--- src/rtl/upg_pkg.sv ---
// Shared types and constants for the UART instruction-memory loader.
// Loader FSM states, receiver states, and framing constants.
package upg_pkg;

  localparam int UART_DATA_BITS   = 8;
  localparam int DEF_CLKS_PER_BIT = 78;

  typedef enum logic [2:0] {
    CNT_LO,
    CNT_HI,
    DATA,
    DONE,
    ERR
  } upg_state_e;

  typedef enum logic [1:0] {
    RX_IDLE,
    RX_START,
    RX_BITS,
    RX_STOP
  } rx_state_e;

endpackage

--- src/rtl/upg_uart_rx.sv ---
// 8N1 UART receiver: 2-flop synchronizer, mid-bit sampler, shift register.
// Emits a one-cycle byte_valid_o or frame_err_o after the stop bit.
module upg_uart_rx
  import upg_pkg::*;
#(
  parameter int CLKS_PER_BIT = DEF_CLKS_PER_BIT
) (
  input  logic       clk_i,
  input  logic       rst_i,
  input  logic       rx_i,
  output logic [7:0] byte_o,
  output logic       byte_valid_o,
  output logic       frame_err_o
);

  localparam int CW   = $clog2(CLKS_PER_BIT);
  localparam int HALF = CLKS_PER_BIT / 2;

  rx_state_e    state_q;
  logic         sync1_q;
  logic         sync2_q;
  logic         prev_q;
  logic [CW-1:0] cnt_q;
  logic [2:0]   bit_q;
  logic [7:0]   shift_q;
  logic         valid_q;
  logic         ferr_q;

  always_ff @(posedge clk_i) begin
    if (rst_i) begin
      sync1_q <= 1'b1;
      sync2_q <= 1'b1;
      prev_q  <= 1'b1;
      state_q <= RX_IDLE;
      cnt_q   <= '0;
      bit_q   <= '0;
      shift_q <= '0;
      valid_q <= 1'b0;
      ferr_q  <= 1'b0;
    end else begin
      sync1_q <= rx_i;
      sync2_q <= sync1_q;
      prev_q  <= sync2_q;
      valid_q <= 1'b0;
      ferr_q  <= 1'b0;
      unique case (state_q)
        RX_IDLE: begin
          if (prev_q && !sync2_q) begin
            state_q <= RX_START;
            cnt_q   <= '0;
          end
        end
        RX_START: begin
          // Line must still be low half a bit later, else it was a glitch.
          if (cnt_q == CW'(HALF - 1)) begin
            cnt_q   <= '0;
            bit_q   <= '0;
            state_q <= sync2_q ? RX_IDLE : RX_BITS;
          end else begin
            cnt_q <= cnt_q + 1'b1;
          end
        end
        RX_BITS: begin
          if (cnt_q == CW'(CLKS_PER_BIT - 1)) begin
            cnt_q   <= '0;
            shift_q <= {sync2_q, shift_q[7:1]};
            bit_q   <= bit_q + 1'b1;
            if (bit_q == 3'(UART_DATA_BITS - 1)) begin
              state_q <= RX_STOP;
            end
          end else begin
            cnt_q <= cnt_q + 1'b1;
          end
        end
        RX_STOP: begin
          if (cnt_q == CW'(CLKS_PER_BIT - 1)) begin
            cnt_q   <= '0;
            state_q <= RX_IDLE;
            valid_q <= sync2_q;
            ferr_q  <= !sync2_q;
          end else begin
            cnt_q <= cnt_q + 1'b1;
          end
        end
        default: state_q <= RX_IDLE;
      endcase
    end
  end

  assign byte_o       = shift_q;
  assign byte_valid_o = valid_q;
  assign frame_err_o  = ferr_q;

endmodule

--- src/rtl/upg_uart_loader.sv ---
// Header + word assembly FSM driving the instruction-memory programming port.
// Stream: 16-bit LE word count N, then N little-endian 32-bit words.
module upg_uart_loader
  import upg_pkg::*;
#(
  parameter int CLKS_PER_BIT = DEF_CLKS_PER_BIT,
  parameter int ADDR_W       = 14
) (
  input  logic              upg_clk_i,
  input  logic              upg_rst_i,
  input  logic              rx_i,
  output logic              upg_wen_o,
  output logic [ADDR_W-1:0] upg_adr_o,
  output logic [31:0]       upg_dat_o,
  output logic              upg_done_o,
  output logic              err_o
);

  localparam logic [31:0] MAX_N = 32'd1 << ADDR_W;

  logic [7:0] rx_byte;
  logic       rx_valid;
  logic       rx_ferr;

  upg_uart_rx #(
    .CLKS_PER_BIT(CLKS_PER_BIT)
  ) u_rx (
    .clk_i       (upg_clk_i),
    .rst_i       (upg_rst_i),
    .rx_i        (rx_i),
    .byte_o      (rx_byte),
    .byte_valid_o(rx_valid),
    .frame_err_o (rx_ferr)
  );

  upg_state_e        state_q;
  logic [15:0]       cnt_q;
  logic [1:0]        lane_q;
  logic [31:0]       word_q;
  logic [ADDR_W-1:0] adr_q;
  logic [31:0]       dat_q;
  logic              wen_q;
  logic              done_q;
  logic              err_q;

  logic [15:0] n_hdr;
  logic [31:0] word_nxt;
  logic        adr_last;

  always_comb begin
    n_hdr    = {rx_byte, cnt_q[7:0]};
    word_nxt = {rx_byte, word_q[31:8]};
    adr_last = (32'(adr_q) + 32'd1) == 32'(cnt_q);
  end

  always_ff @(posedge upg_clk_i) begin
    if (upg_rst_i) begin
      state_q <= CNT_LO;
      cnt_q   <= '0;
      lane_q  <= '0;
      word_q  <= '0;
      adr_q   <= '0;
      dat_q   <= '0;
      wen_q   <= 1'b0;
      done_q  <= 1'b0;
      err_q   <= 1'b0;
    end else begin
      wen_q <= 1'b0;
      unique case (state_q)
        CNT_LO: begin
          if (rx_ferr) begin
            state_q <= ERR;
            err_q   <= 1'b1;
          end else if (rx_valid) begin
            cnt_q[7:0] <= rx_byte;
            state_q    <= CNT_HI;
          end
        end
        CNT_HI: begin
          if (rx_ferr) begin
            state_q <= ERR;
            err_q   <= 1'b1;
          end else if (rx_valid) begin
            cnt_q <= n_hdr;
            if (n_hdr == 16'd0) begin
              state_q <= DONE;
              done_q  <= 1'b1;
            end else if (32'(n_hdr) > MAX_N) begin
              state_q <= ERR;
              err_q   <= 1'b1;
            end else begin
              state_q <= DATA;
            end
          end
        end
        DATA: begin
          if (rx_ferr) begin
            state_q <= ERR;
            err_q   <= 1'b1;
          end else begin
            if (rx_valid) begin
              word_q <= word_nxt;
              lane_q <= lane_q + 1'b1;
              if (lane_q == 2'd3) begin
                wen_q <= 1'b1;
                dat_q <= word_nxt;
              end
            end
            // Last word finishes before the address could wrap.
            if (wen_q) begin
              if (adr_last) begin
                state_q <= DONE;
                done_q  <= 1'b1;
              end else begin
                adr_q <= adr_q + 1'b1;
              end
            end
          end
        end
        DONE: ;
        ERR:  ;
        default: begin
          state_q <= ERR;
          err_q   <= 1'b1;
        end
      endcase
    end
  end

  assign upg_wen_o  = wen_q;
  assign upg_adr_o  = adr_q;
  assign upg_dat_o  = dat_q;
  assign upg_done_o = done_q;
  assign err_o      = err_q;

endmodule

--- config.mk ---
export PLATFORM = sky130hd
export DESIGN_NAME = upg_uart_loader
export DESIGN_NICKNAME = d
export VERILOG_FILES = /design/src/rtl/upg_pkg.sv /design/src/rtl/upg_uart_rx.sv /design/src/rtl/upg_uart_loader.sv
export SDC_FILE = /design/constraint.sdc
export NUM_CORES = 1
export LEC_CHECK = 0
export ABC_AREA = 1
export CORE_MARGIN = 2
export CORE_UTILIZATION = 60
export CTS_CLUSTER_DIAMETER = 50
export DETAILED_ROUTE_END_ITERATION = 8
export PLACE_DENSITY = 0.83
export SLEW_MARGIN = 20
export SYNTH_ARGS = -nofsm -noshare
export SYNTH_HDL_FRONTEND = slang
export SYNTH_SLANG_ARGS = --single-unit
--- constraint.sdc ---
create_clock -name upg_clk_i -period 5.7 [get_ports upg_clk_i]
set_clock_uncertainty 0.1 [all_clocks]
set_input_delay 1.14 -clock upg_clk_i [delete_from_list [all_inputs] [get_ports upg_clk_i]]
set_output_delay 1.14 -clock upg_clk_i [all_outputs]
set_load 0.03 [all_outputs]
==> results summary <==
The run finished with clean final reports. The wire length of the first global-routing pass is 21800 um. STA classifies the critical path endpoint as a flip-flop. Summed over all failing endpoints, the final setup total negative slack is 0 ps. The post-route clock period utilization is 52.6%.

The number of nets still failing antenna checks after routing is 0. The share of the synthesized area in the top cell type is 45.1%. The transition time at the pin with the least slew margin came out at 1040 ps. The routed wirelength normalized by instance count came out at 14.4 um. The TritonCTS buffer count came out at 17. The cell area after technology mapping came out at 5280 um2. The initial core utilization is 61.1%. The peak clock frequency supported by timing came out at 333 MHz. The design draws 2.24 mW. The count of final hold-check violations is 0. The die height came out at 97.8 um.

The initial antenna violation count was 0. CTS placed an instance of sky130_fd_sc_hd__clkbuf_8 at the clock tree root. For this design the static power due to leakage is 2.58 nW. After synthesis, flip-flops and latches occupy 45.1% of the total area.

The maximum fanout along the worst path came out at 27. The total congestion overflow is 0. Setup repair after global routing left no endpoint under its margin. The clock input transition at the sequential cells of the worst setup and hold paths is 60 ps. The CTS H-tree depth came out at 4. The number of flip-flops and latches in the synthesized netlist came out at 119. The total die area is 9560 um2.

The area overhead of the layout relative to synthesis is 22.3%. In this run, post-CTS hold repair placed 0 buffers. Entering global routing, the biggest net connects 53 pins. CTS saw 119 sinks. The number of global-route vias before repair came out at 4801. The worst hold slack after final layout came out at 314 ps. Each instance of the synthesized netlist takes up on average 7.22 um2. The number of endpoints failing setup at the final stage is 0. In this run the power density over the cells is 347 nW/um2. Sorting the synthesized cells by how often they occur yields 131 x sky130_fd_sc_hd__nand2_1, 119 x sky130_fd_sc_hd__dfxtp_1, 100 x sky130_fd_sc_hd__nor2_1, 80 x sky130_fd_sc_hd__o21ai_0, 75 x sky130_fd_sc_hd__inv_1. The finished cells cover 6450 um2.

For this run, design rule violations remaining after detail routing come to 0. For this design the top-level I/O count stands at 52. The Yosys step of the flow raised 0 warnings.

The number of iterations in the first detailed-routing pass is 5. In this run the worst hold path is classified as flip-flop to flip-flop. The commonest register cell after synthesis is sky130_fd_sc_hd__dfxtp_1. The max-slew violation count is 0.

The TritonCTS clock tree is built. The number of distinct standard cells referenced by the synthesized netlist came out at 39. The number of cells upsized or downsized after cts came out at 0.

The final cell count without fillers is 898. The share of async-settable or async-resettable flops after synthesis is 0%. The synthesized netlist cell count came out at 731.

The net count after synthesis is 745. The number of placed instances, taps included, is 866. The floorplan step defined a core boundary enclosing 8640 um2. The count of buffers added by post-CTS timing repair for setup is 0. The number of enable flip-flop cells after synthesis came out at 0. The fraction of layout cells with a size suffix above 1 came out at 7.47%. The tightest slew margin relative to the limit is 30.3%. The port buffer count is 51. The worst path arrival time came out at 3340 ps. The max-cap check violation count came out at 0.

The net count of the finished layout is 791. At the end of routability-driven placement, the weighted congestion stood at 0.910. The wire length after detailed routing is 12900 um.

In this run the core area contains 34 standard-cell rows. Counting along the longest clock path gives a buffer depth of 2. The placed instance area came out at 5830 um2.

The critical path launch point type is a flip-flop. Data on the critical path is required at its endpoint by 6040 ps. The via count is 4979. The time the worst path needs with I/O delays and setup came out at 3000 ps.

The worst supply voltage drop on vdd is 0.209 mV. Among all cell types in the netlist, the one instantiated most often is sky130_fd_sc_hd__nand2_1. The overall routing resource usage came out at 27.7%. The die outline width is 97.8 um. Ranked by total cell area, the synthesized netlist is headed by sky130_fd_sc_hd__dfxtp_1 45%, sky130_fd_sc_hd__nand2_1 9.3%, sky130_fd_sc_hd__o21ai_0 7.6%. The clock latency reported for the late side of the worst-skew pair came out at 520 ps. sky130_fd_sc_hd__dfxtp_1 takes more of the synthesized area than any other cell.

The number of vias per cell is 5.54. The critical path is of the flip-flop to flip-flop type. After the first detailed-routing iteration, the DRC count stood at 321. The final antenna diode count is 0. The post-detailed-placement half-perimeter wirelength came out at 8540 um.
==> layer usage <==
layer  vias up  global-route usage (%)  wire length (um)
li1       2489                       -                 -
met4         0                    11.0               271
met3        30                    5.94               667
met5         -                       0                 0
met1      2266                    34.0              5630
met2       194                    47.6              6320
==> final timing paths <==
path / startpoint / to / slack, ps / cells after the start
hold / removal: u_rx.sync1_q$_SDFF_PP1_ / u_rx.sync2_q$_SDFF_PP1_ / 310 / 1
setup / recovery: state_q[2]$_SDFFE_PP0P_ / upg_dat_o[10]$_SDFFE_PP0P_ / 2700 / 10
setup reg to reg: state_q[2]$_SDFFE_PP0P_ / upg_dat_o[10]$_SDFFE_PP0P_ / 2700 / 10
hold reg to reg: u_rx.sync1_q$_SDFF_PP1_ / u_rx.sync2_q$_SDFF_PP1_ / 310 / 1
==> flip-flops by register name, summed over array words and instances, names as in the netlist, 2 cells and up, named ones only <==
register,flops
cnt_q,16
u_rx.byte_o,8
u_rx.cnt_q,7
word_q,24
upg_dat_o,32
state_q,3
u_rx.bit_q,3
lane_q,2
upg_adr_o,14
==> power breakdown <==
group | internal, mW | total, mW | switching, mW
clock network | 0.708 | 1.11 | 0.398
logic | 0.0836 | 0.249 | 0.165
registers | 0.859 | 0.882 | 0.0231
total | 1.65 | 2.24 | 0.586
==> logic make-up (layout without fill, tap and decap cells) <==
group / Yosys count / count (layout) / share of synthesized area (%)
AOI/OAI and AO/OA: 167 / 167 / 16.4
xor gates and xnor gates: 5 / 5 / 1.11
adders and majority gates: 11 / 11 / 2.61
buffers and inverters: 106 / 165 / 7.85
DFF: 119 / 119 / 45.1
and+or+nand+nor: 323 / 323 / 26.9
==> metrics by stage <==
| step | setup WS, ps | utilization (%) |
|---|---|---|
| CTS | 2710 | 74.7 |
| global placement | 2480 | 67.5 |
| global route | 2330 | 74.7 |
| floorplan | 3200 | - |
| finish | 2700 | 74.7 |
| detailed placement | 2360 | 67.5 |
==> worst max-delay path, stage by stage (launching register included) <==
cell                      delay (ps)
sky130_fd_sc_hd__dfxtp_1         330
sky130_fd_sc_hd__nor2_1          140
sky130_fd_sc_hd__nand2_1          90
sky130_fd_sc_hd__nor2_1          210
sky130_fd_sc_hd__inv_1           120
sky130_fd_sc_hd__nor2_2          100
sky130_fd_sc_hd__buf_4           260
sky130_fd_sc_hd__nand2_1         470
sky130_fd_sc_hd__inv_1           730
sky130_fd_sc_hd__o21ai_0         190
sky130_fd_sc_hd__a21oi_1         170
==> layout make-up <==
| type | instances | area, um2 |
|---|---|---|
| Timing Repair Buffer | 55 | 541 |
| Tap cell | 108 | 135 |
| Clock inverter | 12 | 166 |
| Sequential cell | 119 | 2380 |
| Multi-Input combinational cell | 506 | 2480 |
| Inverter | 78 | 293 |
| Clock buffer | 20 | 455 |
| Fill cell | 593 | 2180 |
==> cells in the final DEF (no fill, tap or decap), drive strengths merged, types with 2 or more instances in the layout <==
master / count
clkinvlp: 2
nand3b: 4
a21oi: 72
clkbuf: 20
nand3: 54
nor3: 6
clkinv: 5
or2: 4
dfxtp: 119
nand2: 133
buf: 4
o21ai: 85
clkdlybuf4s50: 51
nand4: 10
inv: 80
xor2: 3
ha: 11
nor2: 110
bufinv: 3
a211oi: 3
Note: power is estimated with default switching activity, not from simulation.
